$ cat config.mk
export PLATFORM = sky130hd
export DESIGN_NAME = imem_boot_loader
export DESIGN_NICKNAME = d
export VERILOG_FILES = /design/src/rtl/imem_boot_loader.sv
export SDC_FILE = /design/constraint.sdc
export NUM_CORES = 1
export LEC_CHECK = 0
export CAP_MARGIN = 10
export CORE_MARGIN = 10
export CORE_UTILIZATION = 50
export CTS_CLUSTER_SIZE = 40
export DETAILED_ROUTE_END_ITERATION = 6
export PLACE_DENSITY = 0.72
export SYNTH_ARGS = -nofsm -noshare
export SYNTH_HDL_FRONTEND = slang
export SYNTH_SLANG_ARGS = --single-unit
$ cat constraint.sdc
create_clock -name clk -period 3.1 [get_ports clk]
set_input_delay 0.775 -clock clk [delete_from_list [all_inputs] [get_ports clk]]
set_output_delay 0.775 -clock clk [all_outputs]
set_load 0.02 [all_outputs]
$ cat src/rtl/imem_boot_loader.sv
// Framed byte-stream program loader: assembles little-endian words into instruction
// memory, verifies an additive checksum, then pulses the core reset and starts the core.
module imem_boot_loader #(
    parameter int unsigned IMEM_WORDS  = 256,
    parameter int unsigned ADDR_W      = 10,
    parameter int unsigned TIMEOUT_CYC = 100000
) (
    input  logic              clk,
    input  logic              reset,
    input  logic [7:0]        s_data,
    input  logic              s_valid,
    output logic              s_ready,
    output logic [31:0]       imem_write_instr,
    output logic              imem_write_en,
    output logic [ADDR_W-1:0] imem_wr_addr,
    output logic              core_reset,
    output logic              start,
    output logic              busy,
    output logic              err,
    output logic [15:0]       words_loaded
);

    localparam int unsigned WI_W = $clog2(IMEM_WORDS + 1);
    localparam int unsigned TO_W = $clog2(TIMEOUT_CYC + 1);
    localparam logic [7:0]  SYNC = 8'hA5;

    typedef enum logic [2:0] {
        IDLE, HDR_LO, HDR_HI, LOAD, CHK, BOOT, RUN, ERR
    } state_t;

    state_t          state;
    logic [7:0]      n_lo;
    logic [15:0]     n_words;
    logic [WI_W-1:0] word_index;
    logic [1:0]      byte_cnt;
    logic [23:0]     word_buf;
    logic [7:0]      checksum;
    logic [TO_W-1:0] to_cnt;

    logic        accept;
    logic        active;
    logic [15:0] hdr_n;
    logic        timed_out;

    assign accept    = s_valid & s_ready;
    assign active    = (state == HDR_LO) || (state == HDR_HI) || (state == LOAD) || (state == CHK);
    assign hdr_n     = {s_data, n_lo};
    assign timed_out = active && !accept && (to_cnt == TO_W'(TIMEOUT_CYC - 1));

    always_ff @(posedge clk) begin
        if (reset) begin
            state            <= IDLE;
            s_ready          <= 1'b1;
            imem_write_instr <= 32'd0;
            imem_write_en    <= 1'b0;
            imem_wr_addr     <= '0;
            core_reset       <= 1'b0;
            start            <= 1'b0;
            busy             <= 1'b0;
            err              <= 1'b0;
            words_loaded     <= 16'd0;
            n_lo             <= 8'd0;
            n_words          <= 16'd0;
            word_index       <= '0;
            byte_cnt         <= 2'd0;
            word_buf         <= 24'd0;
            checksum         <= 8'd0;
            to_cnt           <= '0;
        end else begin
            imem_write_en <= 1'b0;
            core_reset    <= 1'b0;

            // Inter-byte idle counter, only meaningful while a frame is in flight
            if (active && !accept) begin
                to_cnt <= to_cnt + TO_W'(1);
            end else begin
                to_cnt <= '0;
            end

            case (state)
                IDLE: begin
                    if (accept && s_data == SYNC) begin
                        state <= HDR_LO;
                        busy  <= 1'b1;
                    end
                end
                HDR_LO: begin
                    if (accept) begin
                        n_lo  <= s_data;
                        state <= HDR_HI;
                    end
                end
                HDR_HI: begin
                    if (accept) begin
                        if (hdr_n == 16'd0 || hdr_n > 16'(IMEM_WORDS)) begin
                            state <= ERR;
                            err   <= 1'b1;
                            busy  <= 1'b0;
                        end else begin
                            state        <= LOAD;
                            n_words      <= hdr_n;
                            word_index   <= '0;
                            byte_cnt     <= 2'd0;
                            checksum     <= 8'd0;
                            words_loaded <= 16'd0;
                        end
                    end
                end
                LOAD: begin
                    if (accept) begin
                        checksum <= checksum + s_data;
                        byte_cnt <= byte_cnt + 2'd1;
                        if (byte_cnt == 2'd3) begin
                            imem_write_instr <= {s_data, word_buf};
                            imem_write_en    <= 1'b1;
                            imem_wr_addr     <= ADDR_W'({word_index, 2'b00});
                            words_loaded     <= words_loaded + 16'd1;
                            word_index       <= word_index + WI_W'(1);
                            if (16'(word_index) == n_words - 16'd1) begin
                                state <= CHK;
                            end
                        end else begin
                            word_buf[{byte_cnt, 3'b000} +: 8] <= s_data;
                        end
                    end
                end
                CHK: begin
                    if (accept) begin
                        if (s_data == checksum) begin
                            state      <= BOOT;
                            s_ready    <= 1'b0;
                            core_reset <= 1'b1;
                        end else begin
                            state <= ERR;
                            err   <= 1'b1;
                            busy  <= 1'b0;
                        end
                    end
                end
                BOOT: begin
                    state <= RUN;
                    start <= 1'b1;
                    busy  <= 1'b0;
                end
                RUN: begin
                    state <= RUN;
                end
                ERR: begin
                    if (accept && s_data == SYNC) begin
                        state <= HDR_LO;
                        err   <= 1'b0;
                        busy  <= 1'b1;
                    end
                end
                default: begin
                    state <= IDLE;
                end
            endcase

            // Stalled source inside a frame abandons it
            if (timed_out) begin
                state   <= ERR;
                err     <= 1'b1;
                busy    <= 1'b0;
                s_ready <= 1'b1;
            end
        end
    end

endmodule

## Word-level counts from Yosys, hierarchy flattened

Index checks and enable logic that the tools add are counted.

- Add/sub/neg operators: 7
- $lt $le $gt $ge: 1
- Eq/ne operators: 30
- Shift-type cells: 2
- Muxes and demuxes: 45
- Bitwise gates (word level): 7
- Reductions and logical operators: 29

Operators by type and width:

| cell | count |
|---|---|
| 2-to-1 mux 16 bit | 4 |
| 2-to-1 mux 9 bit | 4 |
| one-hot mux 16 bit (2 select lines) | 1 |
| 2-to-1 mux 3 bit | 9 |
| bitwise mux 24 bit | 1 |
| 2-to-1 mux 8 bit | 3 |
| variable shift 8 x 7 -> 24 bit (first input constant) | 1 |
| indexed part select 8 x 7 -> 24 bit | 1 |
| inequality test 3 bit (second input constant) | 6 |
| one-hot mux 3 bit (6 select lines) | 1 |
| one-hot mux 9 bit (2 select lines) | 1 |
| adder 17 x 1 -> 17 bit (second input constant) | 1 |
| == test 17 bit (second input constant) | 1 |
| adder 16 x 1 -> 16 bit (second input constant) | 1 |
| == test 9 x 16 -> 1 bit | 1 |
| greater-than comparator 16 x 9 -> 1 bit (second input constant) | 1 |
| logical NOT 16 bit | 1 |
| one-hot mux 8 bit (2 select lines) | 1 |
| subtractor 16 x 1 -> 16 bit (second input constant) | 1 |
| 2-to-1 mux 1 bit | 13 |
| == test 3 bit (second input constant) | 4 |
| AND reduction 3 bit | 4 |
| AND reduction 6 bit | 2 |
| inequality test 2 bit (second input constant) | 5 |
| 30 further kinds | 53 |

- Register bits: 149
- Bits of input ports: 11
- Logic and storage cells: 138

## Depth between registers and ports, before layout

Gate-level depths: netlist (run 1).

- Depth after elaboration: 8
- Gate-level depth with buffers: 10
- Gate-level depth less buffers: 8

## Worst setup path before layout (run 1)

No wires, ideal clock.

- Path type: input-to-reg
- From: input s_data[6]
- To: register words_loaded[3]
- Library setup time: 0.128 ns
- Arrival time: 2.384 ns
- Path slack: 0.588 ns
- Cell stages on the path: 8
- Path through: or4_4 -> nor4_4 -> nand4_2 -> buf_2 -> buf_2 -> a21oi_1 -> xnor2_1 -> nor2_1

- Longest elaborated chain between the ends: 4
- Elaborated cells on any way between the ends: 5
- Those cells by class: order compare (1); eq/ne (1); reduce/logical (3)

Ends and longest elaborated chain:

| element | line | text |
|---|---|---|
| start, declared | 10 | `input logic [7:0] s_data,` |
| greater-than comparator 16 x 9 -> 1 bit / logical NOT 16 bit (equally long branches) | 95 | `if (hdr_n == 16'd0 \|\| hdr_n > 16'(IMEM_WORDS)) begin` |
| logical OR 1 bit * | 95 |  |
| inequality test 2 bit (no line) * | - |  |
| AND reduction 5 bit (no line) * | - |  |
| end signal, assigned | 117 | `words_loaded <= words_loaded + 16'd1;` |
| end, declared | 20 | `output logic [15:0] words_loaded` |

Every way passes the cells marked *; elsewhere a longest branch is shown, timed or not.
A chain may end at the register's enable or synchronous reset.

## Final worst setup path (run 1)

- From: input s_data[1]
- To: register word_index[1]

- Longest elaborated chain between the ends: 4
- Elaborated cells on any way between the ends: 5
- Those cells by class: order compare (1); eq/ne (1); reduce/logical (3)

Ends and longest elaborated chain:

| element | line | text |
|---|---|---|
| greater-than comparator 16 x 9 -> 1 bit / logical NOT 16 bit (equally long branches) | 95 |  |
| logical OR 1 bit * | 95 |  |
| inequality test 2 bit (no line) * | - |  |
| AND reduction 5 bit (no line) * | - |  |
| end signal, assigned | 118 | `word_index <= word_index + WI_W'(1);` |
| end, declared | 34 | `logic [WI_W-1:0] word_index;` |

Marked as above.

==> impl_metrics.json, run 1 <==
{
  "status": "finished clean",
  "grt_pass1_vias": 5819,
  "grt_setup_unrepaired": "false",
  "drt_drc_violations_left": 0,
  "final_common_cell": "nand2_1",
  "clk_pin_slew_ns": 0.06,
  "vias_per_cell": 5.57,
  "min_path_type": "register to register",
  "start_util": 0.511,
  "placed_cell_area_mm2": 0.00773,
  "drive_gt1_frac": 0.0753,
  "synth.cell_area_mm2": 0.00677,
  "design_area_mm2": 0.00832,
  "setup_viol": 0,
  "grt_usage": 0.185,
  "post_cts_buffers": 0,
  "finalNetCount": 931,
  "combPwrFrac": 0.028,
  "crit_path_end_kind": "register",
  "p_int_mw": 3.13,
  "htree_num_levels": 4,
  "min_period_over_period": 0.918,
  "whs_path_depth": 1,
  "fin_setup_tns_ns": 0,
  "syn_to_final_growth_pct": 23.0,
  "die_w_um": 136,
  "ys_ff_latch": 149,
  "layout_common_cells": "nand2_1, dfxtp_1, a21oi_1, clkdlybuf4s50_1, nor2_1",
  "r2r_end": "words_loaded[7]$_SDFFE_PP0P_",
  "cts_resized": 0,
  "relSlewSlack": 0.394,
  "drt-total-wl_um": 17000,
  "core_area_mm2": 0.0132,
  "numPortBuffers": 72,
  "ios": 75,
  "grt_pass1_wl_um": 28300,
  "hpwl_um": 12000,
  "clock_skew_ns": 0.00706,
  "worst_slew_pin_slew_ns": 0.907,
  "async_flop_share": 0,
  "wl_per_cell_um": 15.6,
  "synth_cells": 835,
  "antenna_found_initial": 0,
  "hp-start": "to_cnt[0]$_SDFF_PP0_",
  "leakage_nw": 2.85,
  "numCtsBuffers": 17,
  "finalHoldViolations": 0,
  "nFillCells": 1167,
  "ir_worst_vdd_v": 0.000399,
  "period_needed_ns": 2.85,
  "synth_ff_type": "dfxtp_1",
  "power.net_switching_uw": 906,
  "ys_warn_count": 0,
  "drt-initial-drc-count": 445,
  "ff2ff_path_depth": 6,
  "die_area_mm2": 0.0186,
  "cts_root_buffer": "clkbuf_16",
  "r2r_start": "state[0]$_SDFFE_PP0P_",
  "drtPass1Iterations": 5,
  "clock_latency_ns": 0.43,
  "p_per_area_mw_per_mm2": 486,
  "worstSetupPathType": "input pin to register",
  "ant_nets": 0,
  "crit_path_start_kind": "input pin",
  "synth-edff-count": 0,
  "worstPathRequired_ns": 3.41,
  "fin_cells": 1092,
  "rrSetupSlack_ns": 0.67,
  "clockPowerShare": 0.497,
  "cts.sinks": 149,
  "gp_congestion": 0.885,
  "slew_violations": 0,
  "dp.cells": 1060,
  "crit_fanout": 20,
  "grt_max_degree": 55,
  "max-cap-violations": 0,
  "synth_cell_types": 60,
  "vias": 6085,
  "diodes": 0,
  "seqPwrFrac": 0.475,
  "clockBufferDepth": 2,
  "die_y_um": 136,
  "syn_area_per_cell_um2": 8.10,
  "cp_data_arrival_time_ns": 3.16,
  "cts_hold_buf": 0,
  "rows": 42,
  "seq_area_frac_synth": 0.441,
  "grt_overflow": 0,
  "hold_path_end": "to_cnt[0]$_SDFF_PP0_",
  "hold_slack_ns": 0.440,
  "cts_tree": "done",
  "fmax_mhz": 351,
  "switching_share": 0.224
}
-- layout make-up --
type / count / area [µm²] / share of cell area
multi-input combinational: 621 / 3530 / 0.424
clock inverter: 12 / 118 / 0.0141
sequential: 149 / 2980 / 0.359
inverter: 15 / 56.3 / 0.00677
clock buffer: 20 / 467 / 0.0561
timing repair buffer: 99 / 946 / 0.114
tap: 176 / 220 / 0.0265
-- power by group through the flow --
stage / sequential [mW] / clock [mW] / combinational [mW]
after floorplan: 1.96 / 0 / 0.0542
after global placement: 1.96 / 0 / 0.110
after detailed placement: 1.96 / 0 / 0.112
after CTS: 1.92 / 2.05 / 0.112
after global routing: 1.92 / 2.13 / 0.121
final: 1.92 / 2.01 / 0.114
-- cell usage after synthesis (4+ instances only) --
| master | instances | area [µm²] |
|---|---|---|
| a21oi_1 | 96 | 480 |
| nand2b_1 | 6 | 37.5 |
| nand4b_1 | 6 | 52.6 |
| nand2_1 | 160 | 601 |
| buf_2 | 4 | 20.0 |
| buf_1 | 5 | 18.8 |
| dfxtp_1 | 149 | 2980 |
| nand3_1 | 47 | 235 |
| and2_1 | 18 | 113 |
| nor3_1 | 17 | 85.1 |
| o21bai_1 | 4 | 30.0 |
| a211oi_1 | 10 | 75.1 |
| nor2b_1 | 4 | 25.0 |
| nor2_1 | 70 | 263 |
| mux2i_1 | 11 | 110 |
| clkbuf_1 | 40 | 150 |
| and3_1 | 5 | 31.3 |
| a31oi_1 | 5 | 31.3 |
| or3_1 | 9 | 56.3 |
| nor3b_1 | 5 | 37.5 |
| nor4_1 | 6 | 37.5 |
| o21ai_0 | 14 | 70.1 |
| inv_1 | 15 | 56.3 |
| nand4_1 | 13 | 81.3 |
| or4_1 | 5 | 37.5 |
| xor2_1 | 18 | 158 |
| ha_1 | 16 | 200 |
| xnor2_1 | 33 | 289 |
| o21ai_1 | 4 | 20.0 |
-- metal layers --
layer | vias to the layer above | wire length [µm] | GRT usage
met2 | 183 | 8300 | 0.309
met5 | - | 0 | 0
met4 | 0 | 219 | 0.0604
li1 | 3013 | - | -
met3 | 18 | 1030 | 0.0572
met1 | 2871 | 7470 | 0.221
-- worst max-delay path, stage by stage --
cell             delay [ns]
clkdlybuf4s50_1        0.46
or4_4                  0.57
nor4_4                 0.20
nand4_2                0.30
buf_4                  0.31
nand2_1                0.23
mux2i_1                0.24
nor2_1                 0.06
-- kinds of logic after synthesis --
group	count (synthesis)	share of synthesized area
mux	11	0.0163
xor+xnor	51	0.0660
buf+inv	66	0.0385
flops	149	0.441
fa+ha+maj	17	0.0326
simple gates	384	0.270
other cells	1	0.000554
compound gates	156	0.136
-- registers in the layout, summed over array words and instances (netlist names) --
register,flops
imem_write_instr,32
checksum,8
start,1
core_reset,1
n_lo,8
to_cnt,17
words_loaded,16
n_words,16
s_ready,1
imem_wr_addr,8
state,3
byte_cnt,2
busy,1
err,1
imem_write_en,1
word_index,9
word_buf,24
-- stage by stage --
| stage | utilization | power [mW] | setup WS (ns) |
|---|---|---|---|
| after floorplan | - | 2.02 | 0.588 |
| final | 0.628 | 4.04 | 0.254 |
| after global routing | 0.628 | 4.16 | 0.110 |
| after CTS | 0.628 | 4.07 | 0.273 |
| after detailed placement | 0.584 | 2.07 | -0.148 |
| after global placement | 0.584 | 2.07 | -0.0972 |
-- how the worst max path moves through the flow --
stage,from,endpoint,slack [ns]
6_report,s_data[1],word_index[1]$_SDFFE_PP0P_,0.25
5_1_grt,s_data[1],word_index[1]$_SDFFE_PP0P_,0.11
4_1_cts,s_data[1],word_index[1]$_SDFFE_PP0P_,0.27
3_5_place_dp,s_data[1],word_index[1]$_SDFFE_PP0P_,-0.15
3_3_place_gp,s_data[1],words_loaded[1]$_SDFFE_PP0P_,-0.1
2_1_floorplan,s_data[6],words_loaded[3]$_SDFFE_PP0P_,0.59
(Power assumes the default switching activity.)
==> inputs of run 2 (changes only) <==
--- a/config.mk
+++ b/config.mk
@@ -10,7 +10,8 @@
 export CORE_UTILIZATION = 50
 export CTS_CLUSTER_SIZE = 40
 export DETAILED_ROUTE_END_ITERATION = 6
-export PLACE_DENSITY = 0.72
+export DONT_BUFFER_PORTS = 1
+export GPL_ROUTABILITY_DRIVEN = 0
 export SYNTH_ARGS = -nofsm -noshare
 export SYNTH_HDL_FRONTEND = slang
 export SYNTH_SLANG_ARGS = --single-unit
==> run 2 against run 1 <==
- setup slack improved by 0.29 ns
- largest cell class unchanged
- via count decreased by 7.1%
- critical path depth decreased by 1
- power up 2.1%
- clock skew decreased by 0.00086 ns
- final cell count is 8.1% lower
- worst hold slack got worse by 0.0099 ns
- design area shrank 9.7%
==> impl_metrics.json, run 2 (synthesis gave the netlist of run 1 again) <==
{
  "status": "finished clean",
  "ir_worst_vdd_v": 0.000329,
  "drtPass1Iterations": 6,
  "max-cap-violations": 0,
  "numPortBuffers": 0,
  "largest_reg_flops": 32,
  "relSlewSlack": 0.400,
  "wl_met3_um": 1060,
  "clockBufferDepth": 2,
  "drt-met1-wl_um": 7560,
  "grt_max_degree": 109,
  "cts_resized": 0,
  "crit_path_end_kind": "register",
  "drive_gt1_frac": 0.0616,
  "cts_tree": "done",
  "min_period_over_period": 0.824,
  "cp_cell_sequence": "nand2_1, nor3_1, buf_4, nand2_2, a2111oi_1, xnor2_1, nor2_1",
  "die_w_um": 136,
  "worstPathRequired_ns": 3.41,
  "crit_fanout": 18,
  "routed.top_layer": "met4",
  "grt_pass1_vias": 5411,
  "power_mw": 4.12,
  "die_area_mm2": 0.0186,
  "hpwl_um": 11300,
  "top_register": "imem_write_instr",
  "setup_viol": 0,
  "wl_met2_um": 7550,
  "grt_overflow": 0,
  "worst_slew_pin_slew_ns": 0.899,
  "grt_pass1_wl_um": 27400,
  "slowest_delay_ns": 0.59,
  "ff2ff_path_depth": 7,
  "layout_common_cells": "nand2_1, dfxtp_1, a21oi_1, nor2_1, nand3_1",
  "core_area_mm2": 0.0132,
  "design_area_mm2": 0.00751,
  "path_buf_inv": 1,
  "reg_top3": "imem_write_instr: 32 flops, word_buf: 24 flops, to_cnt: 17 flops",
  "numCtsBuffers": 17,
  "drt-total-wl_um": 16400,
  "start_util": 0.511,
  "ios": 75,
  "cp_slowest_cell": "dfxtp_1",
  "drt_drc_violations_left": 0,
  "cts_hold_buf": 0,
  "ant_nets": 0,
  "cts_root_buffer": "clkbuf_16",
  "crit_path_start_kind": "register",
  "clk_pin_slew_ns": 0.06,
  "vias_per_cell": 5.63,
  "htree_num_levels": 4,
  "vias": 5650,
  "final_common_cell": "nand2_1",
  "grt_usage": 0.180,
  "period_needed_ns": 2.56,
  "rows": 42,
  "antenna_found_initial": 0,
  "syn_to_final_growth_pct": 11.0,
  "cts.sinks": 149,
  "drt-initial-drc-count": 342,
  "worstSetupPathType": "register to register",
  "finalHoldViolations": 0,
  "diodes": 0,
  "fin_util": 0.567,
  "min_path_type": "input pin to register",
  "cp_data_arrival_time_ns": 2.87,
  "whs_path_depth": 1,
  "fmax_mhz": 391,
  "clock_skew_ns": 0.00621,
  "fin_setup_tns_ns": 0,
  "placed_cell_area_mm2": 0.00689,
  "finalNetCount": 844,
  "die_y_um": 136,
  "p_per_area_mw_per_mm2": 549,
  "wl_per_cell_um": 16.3,
  "post_cts_buffers": 0,
  "slew_violations": 0,
  "leakage_nw": 2.54,
  "path_delay_family": "simple AND/OR/NAND/NOR gates",
  "grt_setup_unrepaired": "false",
  "clock_latency_ns": 0.42,
  "cp.depth": 7
}
-- run 2: cell types whose count changed in the layout (fill, tap and decap cells not counted) --
cell             delta
buf_4              -15
buf_12              -1
clkbuf_8            -2
bufinv_16           +3
clkinv_2            +1
clkinvlp_4          -1
inv_6               -3
clkbuf_1            +1
clkdlybuf4s50_1    -71
-- run 2: report_power, final --
group	leakage, nW	internal, mW	switching, mW
sequential	1.20	1.92	0.00319
clock	0.295	1.36	0.799
combinational	1.05	0.0160	0.0242
total	2.54	3.30	0.826
-- run 2: worst paths after layout --
path                                                from                          endpoint  slack [ns]
worst max-delay path               state[0]$_SDFFE_PP0P_     words_loaded[14]$_SDFFE_PP0P_        0.54
worst min-delay path                               reset          checksum[0]$_SDFFE_PP0P_        0.43
worst max register to register     state[0]$_SDFFE_PP0P_     words_loaded[14]$_SDFFE_PP0P_        0.54
worst min register to register  word_buf[5]$_SDFFE_PP0P_  imem_write_instr[5]$_SDFFE_PP0P_        0.45
-- run 2: stage by stage --
step	cells	hold slack, ns	worst slack, ns
final	1004	0.430	0.544
after floorplan	836	0.413	0.588
after detailed placement	973	0.439	0.283
after CTS	1004	0.426	0.557
after global routing	1004	0.417	0.290
after global placement	973	0.422	0.416
-- run 2: area by class of cell --
type / count / area (µm²)
Multi-Input combinational cell: 621 / 3530
Sequential cell: 149 / 2980
Clock inverter: 12 / 179
Tap cell: 176 / 220
Fill cell: 1245 / 5730
Timing Repair Buffer: 12 / 103
Inverter: 15 / 56.3
Clock buffer: 19 / 443
-- run 2: metal layers --
layer / vias to the layer above / track usage
li1: 2843 / -
met1: 2650 / 0.229
met2: 137 / 0.285
met3: 20 / 0.0539
met4: 0 / 0.0586
met5: - / 0
